## config.mk

```make
export PLATFORM = sky130hd
export DESIGN_NAME = sequential_divider
export DESIGN_NICKNAME = d
export VERILOG_FILES = /design/src/rtl/sequential_divider.sv
export SDC_FILE = /design/constraint.sdc
export NUM_CORES = 1
export LEC_CHECK = 0
export CAP_MARGIN = 15
export CORE_AREA = 2 2 132 134
export DETAILED_ROUTE_END_ITERATION = 10
export DIE_AREA = 0 0 134 136
export SYNTH_ARGS = -nofsm -noshare
export SYNTH_HDL_FRONTEND = slang
export SYNTH_SLANG_ARGS = --single-unit
```

## constraint.sdc

```tcl
create_clock -name Clk -period 8.3 [get_ports Clk]
set_input_delay 1.245 -clock Clk [delete_from_list [all_inputs] [get_ports Clk]]
set_output_delay 1.245 -clock Clk [all_outputs]
set_load 0.01 [all_outputs]
```

## src/rtl/sequential_divider.sv

```systemverilog
// Multi-cycle restoring divider (quotient + remainder, RISC-V DIV/DIVU/REM/REMU semantics).
// Signed operation is built only when SIGNED_DIV_EN is defined; otherwise everything is unsigned.
module sequential_divider #(
    parameter int l = 16
) (
    input  logic         Clk,
    input  logic         Reset,
    input  logic         Start,
    input  logic         Signed,
    input  logic [l-1:0] X,
    input  logic [l-1:0] Y,
    output logic         Busy,
    output logic         Done,
    output logic [l-1:0] Q,
    output logic [l-1:0] R,
    output logic         DivZero,
    output logic         Overflow
);

    localparam int CW = $clog2(l + 1);

    typedef enum logic [1:0] {IDLE, CALC, DONE} state_t;

    state_t        state, nstate;
    logic [CW-1:0] cnt;
    logic [l-1:0]  rem, dvd, dvs;
    logic [l:0]    sh, diff;
    logic [l-1:0]  rem_nx, dvd_nx;
    logic [l-1:0]  xa, ya;
    logic          ovf_case;

`ifdef SIGNED_DIV_EN
    logic qneg, rneg, ovf;
    logic xneg, yneg;

    assign xneg     = Signed & X[l-1];
    assign yneg     = Signed & Y[l-1];
    assign xa       = xneg ? -X : X;
    assign ya       = yneg ? -Y : Y;
    assign ovf_case = Signed && (X == {1'b1, {(l-1){1'b0}}}) && (Y == '1);
    assign Overflow = ovf;
`else
    logic unused_signed;

    assign unused_signed = Signed;
    assign xa            = X;
    assign ya            = Y;
    assign ovf_case      = 1'b0;
    assign Overflow      = 1'b0;
`endif

    // One restoring step: diff[l] is the borrow of the l+1 bit trial subtraction.
    assign sh     = {rem, dvd[l-1]};
    assign diff   = sh - {1'b0, dvs};
    assign rem_nx = diff[l] ? sh[l-1:0] : diff[l-1:0];
    assign dvd_nx = {dvd[l-2:0], ~diff[l]};

    assign Busy = (state != IDLE);
    assign Done = (state == DONE);

    always_ff @(posedge Clk or posedge Reset) begin
        if (Reset) state <= IDLE;
        else       state <= nstate;
    end

    always_comb begin
        nstate = state;
        case (state)
            IDLE: if (Start) nstate = ((Y == '0) || ovf_case) ? DONE : CALC;
            CALC: if (cnt == CW'(1)) nstate = DONE;
            DONE: nstate = IDLE;
            default: nstate = IDLE;
        endcase
    end

    always_ff @(posedge Clk or posedge Reset) begin
        if (Reset) begin
            cnt     <= '0;
            rem     <= '0;
            dvd     <= '0;
            dvs     <= '0;
            Q       <= '0;
            R       <= '0;
            DivZero <= 1'b0;
`ifdef SIGNED_DIV_EN
            qneg    <= 1'b0;
            rneg    <= 1'b0;
            ovf     <= 1'b0;
`endif
        end else begin
            case (state)
                IDLE: if (Start) begin
                    DivZero <= 1'b0;
`ifdef SIGNED_DIV_EN
                    ovf     <= 1'b0;
`endif
                    if (Y == '0) begin
                        Q       <= '1;
                        R       <= X;
                        DivZero <= 1'b1;
                    end else if (ovf_case) begin
                        Q <= X;
                        R <= '0;
`ifdef SIGNED_DIV_EN
                        ovf <= 1'b1;
`endif
                    end else begin
                        dvd <= xa;
                        dvs <= ya;
                        rem <= '0;
                        cnt <= CW'(l);
`ifdef SIGNED_DIV_EN
                        qneg <= xneg ^ yneg;
                        rneg <= xneg;
`endif
                    end
                end
                CALC: begin
                    rem <= rem_nx;
                    dvd <= dvd_nx;
                    cnt <= cnt - CW'(1);
                    // Results land on the last step so they are valid while Done is high.
                    if (cnt == CW'(1)) begin
`ifdef SIGNED_DIV_EN
                        Q <= qneg ? -dvd_nx : dvd_nx;
                        R <= rneg ? -rem_nx : rem_nx;
`else
                        Q <= dvd_nx;
                        R <= rem_nx;
`endif
                    end
                end
                default: ;
            endcase
        end
    end

endmodule

```

## Word level (Yosys, flattened, before mapping)

Cells that the tools add are included.

- Output and inout bits: 36
- Logic and storage cells: 51
- Flip-flop bits (word level): 88

- Reduce and logical (&&, ||, !) cells: 9
- Equality and inequality tests: 7
- Bitwise logic cells: 2
- Muxes and demuxes: 23
- Add/subtract/negate cells: 2

Operator list:

| cell | number |
|---|---|
| 2-to-1 mux 16 bit | 11 |
| case mux 16 bit (2 select lines) | 4 |
| subtractor 17 x 16 -> 17 bit | 1 |
| logical NOT 16 bit | 1 |
| 2-to-1 mux 5 bit | 2 |
| case mux 5 bit (2 select lines) | 1 |
| != test 2 bit (second input constant) | 4 |
| 2-to-1 mux 2 bit | 3 |
| AND reduction 3 bit | 2 |
| == test 5 x 1 -> 1 bit (second input constant) | 1 |
| subtractor 5 x 1 -> 5 bit (second input constant) | 1 |
| case mux 2 bit (2 select lines) | 1 |
| AND reduction 2 bit | 2 |
| AND reduction 4 bit | 1 |
| nonzero test 2 bit | 2 |
| == test 2 x 1 -> 1 bit (second input constant) | 1 |
| == test 2 bit (second input constant) | 1 |
| logical NOT 2 bit | 1 |
| NOT 1 bit | 2 |
| 2-to-1 mux 1 bit | 1 |

## Depth between registers and ports, before layout

Gate-level depths: netlist of the first run.

- Word-level depth: 4
- Depth in mapped cells: 12
- Mapped depth without buffers: 11

## Worst setup path after synthesis of the first run

OpenSTA, ideal clock, no wires.

- Kind: input port to flip-flop
- Start: input Y[3]
- End: register R[13]
- Setup time: 0.084 ns
- Stages: 7
- Arrival time: 2.764 ns
- Setup slack: 5.452 ns
- Path through: nor4_1 nand4_1 or3b_1 a21oi_2 buf_2 nor2_1 a41oi_2

- Word-level cells in the longest chain between the ends: 3

Ends and longest elaborated chain:

| what | line | text |
|---|---|---|
| from (decl) | 11 | `input logic [l-1:0] Y,` |
| logical NOT 16 bit | 97 | `if (Y == '0) begin` |
| != test 2 bit (no line) | n/a |  |
| AND reduction 4 bit (no line) | n/a |  |
| to (signal assigned) | 129 | `R <= rem_nx;` |
| to (decl) | 15 | `output logic [l-1:0] R,` |

No other way between the ends.
A chain may end at the register's enable or synchronous reset.

## Worst setup path after layout of the first run

- Start: input Y[11]
- End: register R[1]

The elaborated chain is that of the path after synthesis.

==> results of run 1 <==
## logic make-up (layout without fill, tap and decap cells)
logic type,count (synthesis),after routing
compound gates,149,149
mux,7,7
fa+ha+maj,19,19
simple gates,195,195
xor+xnor,14,14
buf+inv,53,114
other cells,1,1
flops,88,88
## power groups by stage
stage,registers (mW),clock network (mW),logic (mW)
after floorplan,0.771,0,1.16
after global placement,0.779,0,1.53
after detailed placement,0.787,0,1.58
after CTS,0.780,0.400,1.59
after global routing,0.806,0.419,1.77
final,0.778,0.389,1.59
## final timing paths
| kind | start | endpoint | depth (start not counted) |
|---|---|---|---|
| min | DivZero | DivZero | 2 |
| min in group asynchronous | Reset | Q[12] | 3 |
| max | Y[11] | R[1] | 9 |
| max in group asynchronous | Reset | dvs[12] | 4 |
| min reg2reg | DivZero | DivZero | 2 |
| max reg2reg | dvd[15] | R[3] | 11 |
## placed cells by master, fill, tap and decap left out, types with 2 or more instances in the layout
cell type	n
a21o_1	6
a22oi_2	5
nand3_1	7
o32a_1	4
a22o_1	3
clkdlybuf4s50_1	69
nor3b_1	2
o211ai_1	4
ha_1	18
a31oi_1	26
nor4_1	6
a41oi_2	4
nor4b_1	2
o21bai_1	3
clkbuf_16	9
nand2b_1	4
xnor2_1	5
o21a_1	4
nand4_1	2
nand2_1	88
o21ai_4	2
dfrtp_1	88
o21ai_0	36
and2_1	2
or3_1	2
and3_1	4
nor2b_1	2
a21oi_1	35
buf_4	5
o22ai_1	3
xor2_1	9
nor2_1	66
a21oi_4	2
mux2i_1	5
inv_1	21
clkinvlp_4	3
## worst register-to-register path: cells and delay by family (launching register included)
family                     cells  cell delay, ps
AOI/OAI and AO/OA              6            1320
muxes                          1             810
adders and majority gates      2             610
DFF                            1             390
buffers and inverters          2             170
## routing by layer
metal	vias up	GRT usage
met4	0	0.0414
met2	97	0.213
met5	-	0
met3	17	0.0343
met1	1878	0.189
li1	1944	-
## through the flow
step | total power, mW | cells | cell area [um^2]
6_report | 2.76 | 812 | 5960
5_1_grt | 2.99 | 812 | 5960
4_1_cts | 2.77 | 810 | 5920
3_5_place_dp | 2.36 | 794 | 5640
3_3_place_gp | 2.31 | 794 | 5640
2_1_floorplan | 1.93 | 526 | 4770
## state kept, by name, summed over array words and instances (netlist names)
register,count
dvs,16
Q,16
DivZero,1
state,2
rem,16
dvd,16
cnt,5
R,16
## cell type report
type	instances	area, um^2	area share
Tap cell	225	282	0.0472
Sequential cell	88	2200	0.369
Inverter	22	83.8	0.0141
Clock buffer	11	243	0.0407
Timing Repair Buffer	76	771	0.129
Multi-Input combinational cell	385	2340	0.393
Clock inverter	5	40.0	0.00672
==> impl_metrics.ini, run 1 <==
[yosys]
yosys.area_share.simple = 0.177
flip_flop_and_latch_count_after_synthesis = 88
synth_async_sr_flop_share = 1.00
ys_seq_area_frac = 0.462
synth.lib_cells_used.distinct = 60
yosysTopAreaCellShare = 0.462
synth_top_cells_by_count = dfrtp_1, nand2_1, nor2_1, o21ai_0, a21oi_1
ys_warn_count = 0
synth-compound-area-share = 0.218
cells_after_synth = 526
synth.area.top_cells = dfrtp_1, nand2_1, nor2_1, ha_1, o21ai_0
post_synthesis_share_of_cell_area_spent_on_xor_and_xnor_gates = 0.0257
syn-num-nets = 581
yosys.area_share.adder = 0.0514
synth_top_family_by_area = compound AO/OA/AOI/OAI gates
synth_edf_count = 0
synth.largest_area_cell = dfrtp_1
synthMuxAreaShare = 0.0157
netlist_area_um2 = 4770
synth_flop_cell = dfrtp_1
synth.avg_cell_area_um2 = 9.07

[sta]
timing.final.ws_setup_ps = 4140
hold_slack_ps = 505
worstMarginPinSlew_ps = 1070
sum_of_negative_setup_slack_ps = 0
hold_violations = 0
timing.clock.skew_ps = 10.7
worst_slew_margin_rel = 0.289
rsz_0062_raised_after_global_routing = no
timing.final.max_slew_violations = 0
timing.final.crit_share = 0.501
fmax_ghz = 0.240
finalSetupViolCount = 0
finalWorstPathRequiredPeriod_ps = 4160

[clock_network]
cts.sink_count = 88
clock_path_buffers = 2
cts.repair.resized = 0
cts-buffers-inserted = 9
post_cts_hold_buffer_count = 0
tritoncts = done
clkLatencyLatePin_ps = 350
post_cts.repair.setup_buffers = 0
cts_root_buffer = clkbuf_16
worst_setup_hold_path_clk_slew_ps = 70
cts_max_level = 3

[finish]
antenna_cells_inserted = 0
finalNetCount = 637
layout.core_utilization = 0.353
fillers = 1687
drive_gt1_frac = 0.0818
areaGrowthSynthToFinish_pct = 25.0

[route]
detailed_routing_iteration_count_for_the_pre_antenna_repair_pass = 5
detail_route.wl_per_cell_um = 14.8
detailroute.wirelength.met2_um = 5400
highest_layer = met4
m1WireLength_um = 5910
remaining_design_rule_violation_count = 0
vias = 3936
drt-total-wl_um = 12000
met3WireLength_um = 517
drt.antenna.violating_nets = 0
drt-initial-drc-count = 273
routed_via_density = 4.85

[place]
dp_slack_ps = 3690
place.detailed.hpwl_um = 8700
finalWeightedCongestion = 0.899
placement.io_buffers = 69

[worst_setup_path]
worst-endpoint-arrival_ps = 4380
crit_path_end_kind = flip-flop
critical_setup_path_kind = input port to flip-flop
critPathLaunchType = input port
cp_top_family = simple AND/OR/NAND/NOR gates
cpPeakStageDelay_ps = 680
critical_path.cell_chain = clkdlybuf4s50_1 -> nor4_1 -> nand4_1 -> or3b_1 -> a21oi_4 -> buf_4 -> nor2b_1 -> a31oi_1 -> o21ai_0
critical-path-slowest-cell = or3b_1
maximum_net_fanout_on_the_critical_path = 35
worst-endpoint-required_ps = 8520
worst-r2r-setup-slack_ps = 4940
crit_buf_inv = 2

[floorplan]
fp.dieArea_um2 = 18200
io-pin-count = 72
floorplan.initialDensity = 0.283
die_height_um = 136
fp.dieW_um = 134
core.rowCount = 48
core_um2 = 16900

[hold_path]
min_path_type = flip-flop to flip-flop

[power_and_ir_drop]
share_comb_of_total_power = 0.577
static-leakage-power_nw = 2.50
power_switching_mw = 1.23
peakVddDrop_mv = 0.165
p_seq_frac = 0.282
sw_frac_of_total = 0.446
clkPwrFrac = 0.141
powerDensity_nw_per_um2 = 463
cell_internal_pwr_mw = 1.53

[grt]
global_route_total_usage_across_every_layer = 0.137
grt-ovfl-total = 0
largest_net_degree_at_the_start_of_global_routing = 89
first_global_vias = 3780
antenna_found_initial = 0
grt_first_pass_wirelength_um = 19600

[run_status]
status = completed

[flow_run]
max_cap_violations = 0
Power figures use the tool's default switching activity.
==> run 2: changes to the inputs <==
Clock period 8.3 ns to 4.2 ns, I/O delays scaled along.
==> run 2 against run 1 <==
  * Critical path type is now flip-flop to flip-flop
  * Largest power group unchanged
  * Cell area rose by 0.15%
  * Power increased by 100%
  * Hold slack better by 3.8 ps
  * Critical endpoint is now R[7]
  * Non-clock buffer count is 2 higher
  * Via count decreased by 0.86%
==> impl_metrics.ini, run 2 (same netlist as run 1, synthesis figures left out) <==
[sta]
finalWorstPathRequiredPeriod_ps = 3170
timing.final.max_slew_violations = 0
worst_slew_margin_rel = 0.307
hold_violations = 0
sum_of_negative_setup_slack_ps = 0
timing.clock.skew_ps = 9.19
finalSetupViolCount = 0
fmax_ghz = 0.315
rsz_0062_raised_after_global_routing = no
worstMarginPinSlew_ps = 1040
timing.final.ws_setup_ps = 1030
hold_slack_ps = 509
timing.final.crit_share = 0.755

[route]
detailed_routing_iteration_count_for_the_pre_antenna_repair_pass = 4
detail_route.wl_per_cell_um = 14.8
routed_via_density = 4.79
m1WireLength_um = 5950
drt.antenna.violating_nets = 0
remaining_design_rule_violation_count = 0
highest_layer = met4
met3WireLength_um = 621
vias = 3902
drt-initial-drc-count = 260
drt-total-wl_um = 12000
detailroute.wirelength.met2_um = 5360

[power_and_ir_drop]
share_comb_of_total_power = 0.574
peakVddDrop_mv = 0.284
p_seq_frac = 0.280
power_switching_mw = 2.43
cell_internal_pwr_mw = 3.08
clkPwrFrac = 0.146
static-leakage-power_nw = 2.52
powerDensity_nw_per_um2 = 923
sw_frac_of_total = 0.442

[worst_setup_path]
crit_buf_inv = 3
worstRegToRegCells = 12
crit_path_end_kind = flip-flop
worst-r2r-setup-slack_ps = 1030
launching_instance_or_port_of_the_critical_path = dvd[15]
worst-endpoint-arrival_ps = 3460
cpPeakStageDelay_ps = 500
critPathLaunchType = flip-flop
maximum_net_fanout_on_the_critical_path = 8
critical_path.cell_chain = inv_1 -> ha_1 -> inv_1 -> fa_1 -> a211oi_2 -> o21ai_4 -> a21boi_2 -> o21ai_4 -> mux2i_2 -> buf_4 -> and2_1 -> o32a_1
cp_top_family = compound AO/OA/AOI/OAI gates
critical_setup_path_kind = flip-flop to flip-flop
r2r_end = R[7]
worst-endpoint-required_ps = 4490
worst_r2r_startpoint = dvd[15]
critical-path-slowest-cell = mux2i_2

[grt]
grt_first_pass_wirelength_um = 19900
first_global_vias = 3846
grt-ovfl-total = 0
largest_net_degree_at_the_start_of_global_routing = 46
global_route_total_usage_across_every_layer = 0.138
antenna_found_initial = 0

[clock_network]
cts_root_buffer = clkbuf_16
cts_max_level = 3
tritoncts = done
cts-buffers-inserted = 9
cts.repair.resized = 0
clock_path_buffers = 2
cts.sink_count = 88
worst_setup_hold_path_clk_slew_ps = 70
post_cts.repair.setup_buffers = 0
clkLatencyLatePin_ps = 350
post_cts_hold_buffer_count = 0

[hold_path]
hold-path-endpoint = DivZero
hold_path.startpoint = DivZero
min_delay_path_depth = 2
min_path_type = flip-flop to flip-flop

[floorplan]
core.rowCount = 48
die_height_um = 136
io-pin-count = 72
fp.dieW_um = 134
floorplan.initialDensity = 0.283
fp.dieArea_um2 = 18200
core_um2 = 16900

[place]
dp_slack_ps = 621
postPlaceCellArea_um2 = 5660
placedCellCount = 797
finalWeightedCongestion = 0.816
placement.io_buffers = 69
place.detailed.hpwl_um = 9000

[finish]
drive_gt1_frac = 0.0849
areaGrowthSynthToFinish_pct = 25.2
stdcell_count = 814
finalNetCount = 639
antenna_cells_inserted = 0
final_cell_mix = dfrtp_1, nand2_1, clkdlybuf4s50_1
finalInstanceArea_um2 = 5970

[run_status]
status = completed

[flow_run]
max_cap_violations = 0
run 2: worst register-to-register path, delay by kind of cell, from the launching register on:
kind | cells | cell delay [ps]
AOI/OAI and AO/OA | 5 | 1010
adders and majority gates | 2 | 610
muxes | 1 | 510
buffers and inverters | 3 | 460
DFF | 1 | 380
and+or+nand+nor | 1 | 170
run 2: metrics by stage:
| step | util | power, mW |
|---|---|---|
| after global placement | 0.335 | 4.61 |
| after CTS | 0.353 | 5.53 |
| after floorplan | - | 3.81 |
| final | 0.354 | 5.51 |
| after detailed placement | 0.335 | 4.69 |
| after global routing | 0.354 | 5.97 |
run 2: power by group through the flow:
| stage | sequential, mW | clock, mW | combinational (mW) |
|---|---|---|---|
| after global placement | 1.54 | 0 | 3.07 |
| final | 1.54 | 0.806 | 3.16 |
| after CTS | 1.54 | 0.829 | 3.16 |
| after floorplan | 1.52 | 0 | 2.28 |
| after global routing | 1.59 | 0.871 | 3.51 |
| after detailed placement | 1.56 | 0 | 3.14 |
run 2: how the worst max path moves through the flow:
stage	to	slack, ps	cells after the start
floorplan	DivZero	1290	1
global placement	R[11]	660	8
detailed placement	R[9]	620	8
CTS	R[9]	1000	8
global route	R[7]	800	12
finish	R[7]	1030	12
run 2: routing by layer:
metal / vias to the layer above / GRT usage
met2: 101 / 0.218
met3: 5 / 0.0373
li1: 1946 / -
met1: 1850 / 0.189
met5: - / 0
met4: 0 / 0.0331
run 2: area by class of cell:
type / count / area (um^2)
fillers: 1692 / 10900
multi-input cells: 385 / 2340
flip-flops and latches: 88 / 2200
repair buffers: 78 / 766
well taps: 225 / 282
clock buffers: 10 / 229
inverters: 22 / 83.8
clock inverters: 6 / 67.6
==> run 3: changes to the inputs <==
Clock period 4.2 ns to 2.8 ns, I/O delays scaled along.
==> run 3 against run 2 <==
  * Non-clock buffer count increased by 37
  * Clock power increased by 58%
  * Register-to-register slack got worse by 990 ps
  * First-iteration DRC count increased by 1.2%
  * Count of clock-buffer cells in the layout unchanged
  * Flip-flop and latch count unchanged
  * Via count increased by 5.4%
==> impl_metrics.ini, run 3 (same netlist as run 1, synthesis figures left out) <==
[place]
placement.io_buffers = 69
placedCellCount = 830
finalWeightedCongestion = 0.813
place.detailed.hpwl_um = 9350
postPlaceCellArea_um2 = 5960
dp_slack_ps = -202

[grt]
grt_first_pass_wirelength_um = 20000
first_global_vias = 3875
grt-ovfl-total = 0
antenna_found_initial = 0
global_route_total_usage_across_every_layer = 0.140
largest_net_degree_at_the_start_of_global_routing = 57

[clock_network]
clkLatencyLatePin_ps = 350
cts-buffers-inserted = 9
tritoncts = done
worst_setup_hold_path_clk_slew_ps = 70
cts_root_buffer = clkbuf_16
cts_max_level = 3
clock_path_buffers = 2
cts.sink_count = 88

[worst_setup_path]
cpPeakStageDelay_ps = 390
critical_path.cell_chain = inv_2 -> ha_4 -> inv_2 -> fa_2 -> a211oi_4 -> o21ai_4 -> a21boi_2 -> o21ai_4 -> mux2i_4 -> a22o_1 -> o32a_1
critical-path-slowest-cell = dfrtp_1
critPathLaunchType = flip-flop
crit_buf_inv = 2
worst-endpoint-arrival_ps = 3000
crit_path_end_kind = flip-flop
worst-endpoint-required_ps = 3030
cp_top_family = compound AO/OA/AOI/OAI gates
maximum_net_fanout_on_the_critical_path = 8
critical_setup_path_kind = flip-flop to flip-flop

[finish]
areaGrowthSynthToFinish_pct = 33.7
fillers = 1685
final_cell_mix = dfrtp_1, nand2_1, clkdlybuf4s50_1
layout.core_utilization = 0.378
finalInstanceArea_um2 = 6370
finalNetCount = 676
antenna_cells_inserted = 0
drive_gt1_frac = 0.155
stdcell_count = 851

[floorplan]
core.rowCount = 48
floorplan.initialDensity = 0.283
io-pin-count = 72
core_um2 = 16900
die_height_um = 136
fp.dieArea_um2 = 18200
fp.dieW_um = 134

[sta]
worst_slew_margin_rel = 0.614
timing.clock.skew_ps = 8.30
timing.final.ws_setup_ps = 34.1
finalWorstPathRequiredPeriod_ps = 2770
rsz_0062_raised_after_global_routing = yes
fmax_ghz = 0.362
finalSetupViolCount = 0
timing.final.max_slew_violations = 0
hold_violations = 0
timing.final.crit_share = 0.988
worstMarginPinSlew_ps = 578

[hold_path]
min_path_type = input port to asynchronous set/reset pin

[route]
routed_via_density = 4.83
drt-total-wl_um = 12500
drt-initial-drc-count = 263
detailed_routing_iteration_count_for_the_pre_antenna_repair_pass = 4
vias = 4114
detail_route.wl_per_cell_um = 14.6
remaining_design_rule_violation_count = 0
drt.antenna.violating_nets = 0

[power_and_ir_drop]
powerDensity_nw_per_um2 = 1420
design_power_mw = 9.04
peakVddDrop_mv = 0.580
static-leakage-power_nw = 2.72

[flow_run]
max_cap_violations = 0

[run_status]
status = completed
[run 3: power by group]
group | internal [mW] | total (mW) | leakage (nW) | switching, mW
clock network | 0.729 | 1.27 | 0.148 | 0.542
logic | 2.57 | 5.44 | 1.55 | 2.87
registers | 1.88 | 2.33 | 1.02 | 0.450
[run 3: metal layers]
layer  share of wire  global-route usage  vias to the layer above
met4           0.029              0.0780                        0
met1            0.48               0.190                     1956
li1                -                   -                     2021
met5               0                   0                        -
met3           0.048              0.0257                       24
met2            0.44               0.211                      113
[run 3: worst paths after layout]
check	startpoint	slack, ps	to	depth (start not counted)
max	dvd[15]	30	R[2]	11
min	Reset	440	Q[13]	2
max reg2reg	dvd[15]	30	R[2]	11
min reg2reg	DivZero	510	DivZero	2
max in group asynchronous	Reset	1680	dvs[13]	3
min in group Clk	DivZero	510	DivZero	2
[run 3: timing repair]
action | CTS | global route
hold buffers | 0 | 0
setup buffers | 1 | 6
resized for setup | 6 | 9
pin swaps | 5 | 11
hold endpoints to repair | 0 | 0
endpoints found under the setup margin | 16 | 23
[run 3: through the flow]
| stage | hold slack, ps | setup TNS, ps |
|---|---|---|
| global route | 501 | -307 |
| floorplan | 466 | 0 |
| finish | 435 | 0 |
| detailed placement | 499 | -2860 |
| global placement | 489 | -3810 |
| CTS | 445 | 0 |
[run 3: area by class of cell]
class,count,area [um^2],share of cell area
clock buffer,10,239,0.0375
timing repair buffer,115,1090,0.171
sequential,88,2200,0.346
tap,225,282,0.0442
multi-input combinational,385,2400,0.377
clock inverter,6,73.8,0.0116
inverter,22,83.8,0.0132
